<file path="src/rtl/gf180mcu_fd_sc_mcu9t5v0_crc8_ser_pkg.sv">
// Shared definitions for the serial CRC accumulator: FSM encoding, default
// generator/seed constants and the supported register width range.
package gf180mcu_fd_sc_mcu9t5v0_crc8_ser_pkg;

  typedef enum logic [1:0] {
    IDLE = 2'b00,
    BUSY = 2'b01,
    FIN  = 2'b10
  } crc_state_e;

  // Stored 16 bits wide so any legal WIDTH can slice its default from them.
  localparam logic [15:0] DEFAULT_POLY = 16'h0007;
  localparam logic [15:0] DEFAULT_INIT = 16'h0000;

  localparam int unsigned WIDTH_MIN = 4;
  localparam int unsigned WIDTH_MAX = 16;

endpackage

</file>
<file path="src/rtl/gf180mcu_fd_sc_mcu9t5v0_crc8_ser_crc_step.sv">
// Single-bit CRC feedback stage: shift left one place and fold in POLY when
// the incoming bit disagrees with the register MSB. Purely combinational.
module gf180mcu_fd_sc_mcu9t5v0_crc_step #(
  parameter int unsigned          WIDTH = 8,
  parameter logic [WIDTH-1:0]     POLY  = 8'h07
) (
  input  logic [WIDTH-1:0] crc_i,
  input  logic             d_i,
  output logic [WIDTH-1:0] crc_o
);

  logic fb;

  assign fb    = d_i ^ crc_i[WIDTH-1];
  assign crc_o = {crc_i[WIDTH-2:0], 1'b0} ^ (fb ? POLY : {WIDTH{1'b0}});

endmodule

</file>
<file path="src/rtl/gf180mcu_fd_sc_mcu9t5v0_crc8_ser.sv">
// Serial MSB-first CRC accumulator with frame FSM, DONE strobe and ZERO flag.
// Define GF180MCU_FD_SC_MCU9T5V0_CRC_XOROUT_EN to invert the presented CRC.
module gf180mcu_fd_sc_mcu9t5v0_crc8_ser
  import gf180mcu_fd_sc_mcu9t5v0_crc8_ser_pkg::*;
#(
  parameter int unsigned      WIDTH = 8,
  parameter logic [WIDTH-1:0] POLY  = DEFAULT_POLY[WIDTH-1:0],
  parameter logic [WIDTH-1:0] INIT  = DEFAULT_INIT[WIDTH-1:0]
) (
  input  logic             clk_i,
  input  logic             rst_i,
  input  logic             clr_i,
  input  logic             en_i,
  input  logic             d_i,
  input  logic             last_i,
  output logic [WIDTH-1:0] q_o,
  output logic             done_o,
  output logic             zero_o
);

  crc_state_e       state_q;
  logic [WIDTH-1:0] crc_q;
  logic             done_q;
  logic [WIDTH-1:0] crc_seed;
  logic [WIDTH-1:0] crc_d;

  // Only a frame already in progress continues from the register; IDLE and
  // FIN start a fresh frame from INIT, which allows back-to-back frames.
  assign crc_seed = (state_q == BUSY) ? crc_q : INIT;

  gf180mcu_fd_sc_mcu9t5v0_crc_step #(
    .WIDTH (WIDTH),
    .POLY  (POLY)
  ) u_step (
    .crc_i (crc_seed),
    .d_i   (d_i),
    .crc_o (crc_d)
  );

  always_ff @(posedge clk_i or posedge rst_i) begin
    if (rst_i) begin
      state_q <= IDLE;
      crc_q   <= INIT;
      done_q  <= 1'b0;
    end else if (clr_i) begin
      state_q <= IDLE;
      crc_q   <= INIT;
      done_q  <= 1'b0;
    end else begin
      done_q <= 1'b0;
      case (state_q)
        IDLE, FIN: begin
          if (en_i) begin
            crc_q   <= crc_d;
            state_q <= last_i ? FIN : BUSY;
            done_q  <= last_i;
          end else begin
            state_q <= IDLE;
          end
        end
        BUSY: begin
          if (en_i) begin
            crc_q <= crc_d;
            if (last_i) begin
              state_q <= FIN;
              done_q  <= 1'b1;
            end
          end
        end
        default: state_q <= IDLE;
      endcase
    end
  end

  // ZERO always looks at the raw register so residue checks ignore XOROUT.
  assign zero_o = (crc_q == {WIDTH{1'b0}});
  assign done_o = done_q;

`ifdef GF180MCU_FD_SC_MCU9T5V0_CRC_XOROUT_EN
  assign q_o = crc_q ^ {WIDTH{1'b1}};
`else
  assign q_o = crc_q;
`endif

endmodule

</file>
<file path="config.mk">
export PLATFORM = sky130hd
export DESIGN_NAME = gf180mcu_fd_sc_mcu9t5v0_crc8_ser
export DESIGN_NICKNAME = d
export VERILOG_FILES = /design/src/rtl/gf180mcu_fd_sc_mcu9t5v0_crc8_ser_pkg.sv /design/src/rtl/gf180mcu_fd_sc_mcu9t5v0_crc8_ser_crc_step.sv /design/src/rtl/gf180mcu_fd_sc_mcu9t5v0_crc8_ser.sv
export SDC_FILE = /design/constraint.sdc
export NUM_CORES = 1
export LEC_CHECK = 0
export CAP_MARGIN = 20
export CORE_UTILIZATION = 41
export CTS_CLUSTER_SIZE = 24
export DETAILED_ROUTE_END_ITERATION = 8
export GPL_ROUTABILITY_DRIVEN = 0
export PLACE_DENSITY = 0.83
export SYNTH_ARGS = -nofsm -noshare
export SYNTH_HDL_FRONTEND = slang
export SYNTH_SLANG_ARGS = --single-unit
</file>
<file path="constraint.sdc">
create_clock -name clk_i -period 1.1 [get_ports clk_i]
set_input_delay 0.11 -clock clk_i [delete_from_list [all_inputs] [get_ports clk_i]]
set_output_delay 0.11 -clock clk_i [all_outputs]
set_load 0.01 [all_outputs]
</file>
* Word level (Yosys, flattened, before mapping)
Index checks and enable logic that the tools add are counted.
** Operators by class
- Mux-type cells :: 16
- Equality and inequality tests :: 4
- Bitwise gates (word level) :: 2
- Reductions and logical operators :: 8
** Operators by type and width (number)
- 8-bit two-way mux :: 4
- 2-bit two-way mux :: 5
- 8-bit zero test :: 1
- 8-bit bitwise XOR :: 1
- 3-bit inequality test (second input constant) :: 2
- 1-bit two-way mux :: 4
- 2-bit one-hot mux with 2 select lines :: 1
- 2-bit AND reduction :: 2
- 2-bit nonzero test :: 2
- 3-bit two-way mux :: 1
- 3-bit OR reduction :: 1
- 2-bit by 1-bit == test with 1-bit output (second input constant) :: 1
- 2-bit == test (second input constant) :: 1
- 2-bit zero test :: 1
- 1-bit one-hot mux with 2 select lines :: 1
- 2-bit OR reduction :: 1
- 1-bit bitwise XOR :: 1
** Storage, ports and cells
- Bits in registers :: 11
- Output and inout bits :: 10
- Input port bits :: 6
- Logic and storage cells :: 33

* Longest topological paths before layout
Gate-level depths: netlist of the first run.
- Word-level depth :: 8
- Gate-level depth with buffers :: 4
- Depth with buffers taken out :: 3

* Cells and area by module
A second synthesis of the first run with hierarchy kept.
** Second synthesis, totals
- Cells, all modules :: 66
- Area, all modules :: 694.4 µm²
** By module, submodules not included
- gf180mcu_fd_sc_mcu9t5v0_crc8_ser :: cells each 57, area each 593.1 µm², instances 1, seq. area each 275.3 µm²
- gf180mcu_fd_sc_mcu9t5v0_crc_step :: cells each 9, area each 101.3 µm², instances 1, seq. area each 0.0 µm²

* Least setup slack after synthesis of the first run
OpenSTA, ideal clock, no wires.
- Kind :: reg2out
- Start point :: register crc_q[7], in the netlist q_o[7]
- End point :: output zero_o
- Slack :: -141 ps
- Data required time :: 990 ps
- Stages on the path, launching flop included :: 3
- Arrival :: 1131 ps
- Path through :: dfrtp_1 > or4_1 > nor2_1
** On the way
- Longest elaborated chain between the ends :: 1
** Ends and longest elaborated chain
- from (decl) :: RTL line gf180mcu_fd_sc_mcu9t5v0_crc8_ser.sv:22 : logic [WIDTH-1:0] crc_q;
- from (signal assigned) :: RTL line gf180mcu_fd_sc_mcu9t5v0_crc8_ser.sv:54 : crc_q <= crc_d;
- from (signal assigned) :: RTL line gf180mcu_fd_sc_mcu9t5v0_crc8_ser.sv:63 : crc_q <= crc_d;
- 8-bit zero test :: RTL line gf180mcu_fd_sc_mcu9t5v0_crc8_ser.sv:76 : assign zero_o = (crc_q == {WIDTH{1'b0}});
- to (decl) :: RTL line gf180mcu_fd_sc_mcu9t5v0_crc8_ser.sv:18 : output logic zero_o
No other way between the ends.

* Final worst setup path of the first run
- Start point :: register crc_q[5], in the netlist q_o[5]
- End point :: output zero_o
The elaborated chain is that of the path after synthesis.

==> metrics.md, run 1 <==
| Metric | Value |
|---|---|
| Layout Area Growth over Synthesis | 64.3% |
| Total wire length | between 1500 and 2000 um |
| Inserted Clock Buffers | 3 |
| Peak Freq | 647 MHz |
| Largest net degree at the start of global routing | 12 |
| Remaining Overflow, GRT | 0 |
| Num rows | 13 |
| Via count | approximately 610 |
| Total GRT Usage | around a quarter |
| H-tree lvl count | 1 |
| Worst Clk Skew | about 1.7 ps |
| Worst r2r src | state_q[1] |
| Share of layout cells above drive strength 1 | 51.1% |
| Final Max Tran Viols | 0 |
| Starting Density | 44.9% |
| Post-DP HPWL | 1090 um |
| Synth area leaders | dfrtp_1, nand3b_1, a32oi_1 |
| Final nets | just under 100 |
| Clk buf depth | 2 |
| Wirelength per Cell | roughly 15 um |
| Worst Path Required | ~990 ps |
| Worst R2R Path Depth | 3 |
| Residual DRC count | 0 |
| Pint | roughly 0.00066 W |
| Mean post-synth cell area | 10.4 um^2 |
| Post-synth cell types | 24 |
| TritonRoute pass-1 iters | 4 |
| Setup ws final | -446 ps |
| Slew margin rel. | a little under three quarters |
| Yosys reg bits | 11 |
| Via density per instance | approximately 5.7 |
| Port buffer count | 15 |
| Die height | between 30 and 40 um |
| Combinational Power Share | roughly a fifth |
| Crit Path Category | flip-flop to output port |
| Period minus WS final | around 1500 ps |
| Worst slack, placed | -562 ps |
| Final worst-path cycle share | 141% |
| Peak VDD IR | ~740 uV |
| Worst flop-to-flop path endpoint | q_o[2] |
| Worst-path clk slew | roughly 70 ps |
| Final Hold Vio Count | 0 |
| Core area | roughly 1300 um^2 |
| Worst-Skew Late Latency | ~270 ps |
| Sequential Power Share | 47.7% |
| Post-Place Cell Area | approximately 860 um^2 |
| RSZ-0062 raised after global routing | yes |
| CTS Sinks | 11 |
| Initial antenna violation count | 0 |
| Vias in the first global route | roughly 520 |
| Worst slew pin tran | approximately 420 ps |
| CP endpoint kind | output port |
| Ant. Diodes | 0 |
| Crit start category | flip-flop |
| Net Switching | ~0.00025 W |
| Crit path DAT | approximately 1400 ps |
| Cell area power density | between 900 and 1000 nW/um^2 |
| Setup violations, final | 10 |
| Initial DRC count | 24 |
| Fin util | 73.8% |
| Die area | 1600 um^2 |
| Max-cap viol count | 0 |
| Worst Path Max Fanout | 2 |
| Failing checks | setup timing |
| Cells after synthesis | 57 |
| Share of the synthesized area in the top cell type | a little under half |
| TritonCTS clock tree | built |
| Root Driver | clkbuf_4 |
| DRT antenna net count | 0 |
| Status | finished with violations |
| Clock share of power | 31.0% |
| Post-synth net total | 63 |
| Io pins | 16 |
| # fillers | 95 |
| Cell taking the most area after synthesis | dfrtp_1 |
| Die Wd | 40.0 um |
| Net Sw Frac | roughly 27% |
| R2R setup slack | -90 ps |
| Cell area after synthesis | 592 um^2 |
| Seq/Total Area, Yosys | 46.5% |
| Hold Crit Class | input pin to async pin |
| Leakage | approximately 0.45 nW |
| Warnings from Yosys | 0 |
| Post-route cell area | roughly 970 um^2 |
| First-pass GRT wire length | roughly 2400 um |
[cells in the final DEF, fill, tap and decap left out, types with 2 or more instances in the layout]
| cell type | count |
|---|---|
| a32oi_1 | 3 |
| and3_1 | 2 |
| buf_2 | 6 |
| buf_4 | 13 |
| buf_6 | 9 |
| clkbuf_4 | 3 |
| clkdlybuf4s50_1 | 5 |
| dfrtp_1 | 8 |
| dfrtp_2 | 3 |
| nand2b_1 | 3 |
| nand3b_1 | 5 |
| nor2_1 | 3 |
| nor2b_1 | 2 |
| o211ai_1 | 2 |
| or4_4 | 2 |
[flip-flops by register name (all words and copies together), names as in the netlist]
signal,cells
q_o,8
state_q,2
done_o,1
[stage by stage]
| step | hold slack [ps] | std cells | power, W | setup TNS (ps) |
|---|---|---|---|---|
| 2_1_floorplan | -37.6 | 57 | 0.000520 | -117 |
| 3_3_place_gp | 414 | 99 | 0.000604 | -1280 |
| 3_5_place_dp | 423 | 99 | 0.000611 | -1760 |
| 4_1_cts | 142 | 105 | 0.000896 | -467 |
| 5_1_grt | 181 | 107 | 0.000955 | -1060 |
| 6_report | 135 | 107 | 0.000913 | -627 |
[how the worst max path moves through the flow]
stage                start     end  slack, ps  depth (start not counted)
finish              q_o[5]  zero_o       -450                          3
global placement    q_o[5]  zero_o       -540                          3
CTS                 q_o[5]  zero_o       -430                          3
detailed placement  q_o[5]  zero_o       -560                          3
global route        q_o[5]  zero_o       -490                          3
floorplan           q_o[5]  zero_o       -120                          2
[cells by family after synthesis]
logic type | after synthesis | synth area share, %
AO/OA/AOI/OAI | 15 | 20.7
flip-flops | 11 | 46.5
AND/OR/NAND/NOR | 24 | 24.3
XOR/XNOR | 3 | 4.44
buffers and inverters | 4 | 4.01
[power groups by stage]
| stage | registers [W] | clock network [W] | logic, W |
|---|---|---|---|
| 6_report | 0.000435 | 0.000283 | 0.000194 |
| 5_1_grt | 0.000437 | 0.000310 | 0.000207 |
| 4_1_cts | 0.000434 | 0.000280 | 0.000181 |
| 3_5_place_dp | 0.000441 | 0 | 0.000171 |
| 3_3_place_gp | 0.000439 | 0 | 0.000165 |
| 2_1_floorplan | 0.000440 | 0 | 0.0000792 |
[synth_stat cells]
master      n
o211ai_1    2
and3_1      2
dfrtp_1    11
a32oi_1     3
inv_1       1
nand3_1     2
a21oi_4     1
a31oi_1     2
nor2_1      4
nor2b_2     1
buf_4       2
a21oi_1     2
nor2b_1     3
o2111ai_1   2
o211a_1     1
nand2_1     2
or4_1       2
a21bo_2     1
nand3b_1    5
o21ai_1     1
xor2_1      1
clkbuf_2    1
nand2b_1    3
xnor2_1     2
[worst max-delay path, stage by stage (launching register included)]
cell and delay (ps):
dfrtp_1 390, or4_4 540, nor2_2 110, buf_2 130
[area by class of cell]
cell class | instances | area (um^2) | share of cell area [%]
Inverter | 1 | 3.75 | 0.386
Clock buffer | 4 | 26.3 | 2.70
Multi-Input combinational cell | 42 | 357 | 36.7
Tap cell | 15 | 18.8 | 1.93
Timing Repair Buffer | 34 | 288 | 29.6
Sequential cell | 11 | 279 | 28.7
[layer usage]
| metal | part of all wire [%] | global-route usage [%] | vias up |
|---|---|---|---|
| met5 | 0 | 0 | - |
| met4 | 0.91 | 12.1 | 0 |
| li1 | - | - | 284 |
| met3 | 2.9 | 5.00 | 4 |
| met1 | 45 | 32.4 | 303 |
| met2 | 52 | 36.7 | 18 |
[repair_timing]
action	in CTS	in global routing
hold endpoints to repair	0	0
resized for setup	52	8
hold buffers	0	0
pin swaps	9	5
endpoints found under the setup margin	17	9
setup buffers	4	2
No activity file was read; power rests on OpenSTA's default activity.
==> run 2: changes to the inputs <==
==> constraint.sdc (replaced) <==
create_clock -name clk_i -period 1.1 [get_ports clk_i]
set_input_delay 0.11 -clock clk_i [delete_from_list [all_inputs] [get_ports clk_i]]
set_output_delay 0.11 -clock clk_i [all_outputs]
set_load 0.005 [all_outputs]
==> run 2 against run 1 <==
Net effect: the run still ends with setup timing left; non-clock buffer count is 3 lower; sequential power hardly changed; core utilization is 1.4 points lower; sequential share of layout area is 0.43 points higher; combinational power hardly changed; setup slack better by 14 ps; wire length is 1.8% higher; critical path depth stayed put; sequential cell count stayed put; clock power is 4% higher; global-route usage is 0.59 points higher.
==> metrics.md, run 2 (synthesis results as in run 1) <==
| Metric | Value |
|---|---|
| Die Wd | 40.0 um (unchanged) |
| # fillers | 85 (-11%) |
| Min Hold Slack | 117 ps (-18.1 ps) |
| Worst slack, placed | -498 ps (+63.4 ps) |
| Critical Path Max Stage Delay | 530 ps (about the same) |
| Post-Place Cell Area | 846 um^2 (-1.3%) |
| Most frequent cells in the layout | buf_6, dfrtp_1, buf_4 |
| Total wire length | 1690 um (+1.8%) |
| Clk buf depth | 2 (unchanged) |
| Slew margin rel. | 70.5% (-1.3 points) |
| Post-route cell area | 953 um^2 (-1.9%) |
| Most common cell after layout, fill and taps aside | buf_6 |
| Worst setup endpoint | zero_o |
| Worst-Skew Late Latency | 290 ps (+20 ps) |
| Peak VDD IR | 792 uV (+7.6%) |
| Via density per instance | 5.71 (+0.35%) |
| Via count | 594 (-2.5%) |
| Status | finished with violations |
| Hold Crit Class | input pin to async pin |
| TritonRoute pass-1 iters | 4 (unchanged) |
| Root Driver | clkbuf_4 |
| Max FFs per register | 8 (unchanged) |
| Peak Freq | 653 MHz (+0.92%) |
| CP endpoint kind | output port |
| Crit path DAT | 1420 ps (-20 ps) |
| Vias in the first global route | 547 (+4.6%) |
| Num rows | 13 (unchanged) |
| R2R setup slack | -80 ps (about the same) |
| Worst Clk Skew | 13.4 ps (+11.7 ps) |
| Share of layout cells above drive strength 1 | 43.8% (-7.3 points) |
| Final worst-path cycle share | 139% (-1.3 points) |
| Final Hold Vio Count | 0 (unchanged) |
| Critical Path Source | q_o[4] |
| Period minus WS final | 1530 ps (-14.2 ps) |
| Worst r2r src | q_o[1] |
| Largest net degree at the start of global routing | 12 (unchanged) |
| Inserted Clock Buffers | 3 (unchanged) |
| Worst-path clk slew | 80 ps (about the same) |
| Setup violations, final | 5 (-5) |
| Failing checks | setup timing |
| Port buffer count | 15 (unchanged) |
| Worst R2R Path Depth | 5 (+2) |
| Die height | 40.0 um (unchanged) |
| CP max-delay cell | or4_1 |
| Initial antenna violation count | 0 (unchanged) |
| Final Max Tran Viols | 0 (unchanged) |
| Leakage | 0.436 nW (-2.4%) |
| DRT antenna net count | 0 (unchanged) |
| Initial DRC count | 22 (-8.3%) |
| H-tree lvl count | 1 (unchanged) |
| Total Power | 0.000926 W (+1.5%) |
| Core area | 1320 um^2 (unchanged) |
| Io pins | 16 (unchanged) |
| Worst Path Max Fanout | 2 (unchanged) |
| Crit start category | flip-flop |
| Setup ws final | -432 ps (+14.2 ps) |
| Worst slew pin tran | 442 ps (+19.7 ps) |
| Critical Path, Cell by Cell | or4_1, nor2_1, buf_2 |
| Worst Path Required | 990 ps (about the same) |
| Total GRT Usage | 24.8% (+0.59 points) |
| Die area | 1600 um^2 (unchanged) |
| TritonCTS clock tree | built |
| Cell area power density | 971 nW/um^2 (+3.5%) |
| Wirelength per Cell | 16.2 um (+4.7%) |
| Starting Density | 44.9% (unchanged) |
| Residual DRC count | 0 (unchanged) |
| Crit Path Category | flip-flop to output port |
| Layout Area Growth over Synthesis | 61.1% |
| Remaining Overflow, GRT | 0 (unchanged) |
| Ant. Diodes | 0 (unchanged) |
| Hold Buf Count CTS | 0 (unchanged) |
| First-pass GRT wire length | 2450 um (unchanged) |
| RSZ-0062 raised after global routing | yes |
| Max-cap viol count | 0 (unchanged) |
| Final nets | 96 (-3.0%) |
| CTS Sinks | 11 (unchanged) |
| Worst flop-to-flop path endpoint | q_o[2] |
## run 2: cell types whose count changed in the layout (fill, tap and decap cells not counted), moves of 2 or more
cell,previous run,this run
buf_6,9,11
or4_4,2,0
buf_2,6,2
clkbuf_2,0,3
buf_4,13,9
or4_1,0,2
## run 2: what timing repair did
action                                  4_1_cts  5_1_grt
resized for setup                            40       17
pin swaps                                     2        3
setup buffers                                 3        4
endpoints found under the setup margin       15       12
## run 2: cell type report
cell class	count	area, um^2	area share [%]
Multi-Input combinational cell	42	352	36.9
Sequential cell	11	278	29.1
Clock buffer	4	26.3	2.76
Tap cell	15	18.8	1.97
Timing Repair Buffer	31	275	28.9
Inverter	1	3.75	0.394
## run 2: routing by layer
metal  track usage (%)  share of wire, %
met2              39.9                50
met3              5.00               3.4
met5                 0                 0
met4              12.9               1.3
met1              31.0                45
## run 2: worst max-delay path: cells and delay by family, from the launching register on
| kind | cells | cell delay (ps) |
|---|---|---|
| flops | 1 | 390 |
| buf+inv | 1 | 120 |
| simple gates | 2 | 630 |
## run 2: how the worst min path moves through the flow
stage	endpoint	startpoint	slack (ps)	cells after the start
after floorplan	done_o	rst_i	-40	1
after global placement	state_q[0]	rst_i	420	2
after detailed placement	state_q[0]	rst_i	430	2
after CTS	q_o[7]	rst_i	130	2
after global routing	q_o[7]	rst_i	190	2
final	q_o[2]	rst_i	120	2
## run 2: metrics by stage
stage,cells,TNS [ps],utilization [%]
after global placement,98,-1480,64.2
after global routing,104,-867,72.4
after detailed placement,98,-1680,64.2
final,104,-640,72.4
after floorplan,57,-38.4,-
after CTS,104,-617,68.8
## run 2: power by group
part           internal (W)  total [W]  leakage [nW]  switching, W
registers          0.000418   0.000435         0.147     0.0000170
clock network      0.000141   0.000294        0.0150      0.000153
logic              0.000110   0.000197         0.274     0.0000877
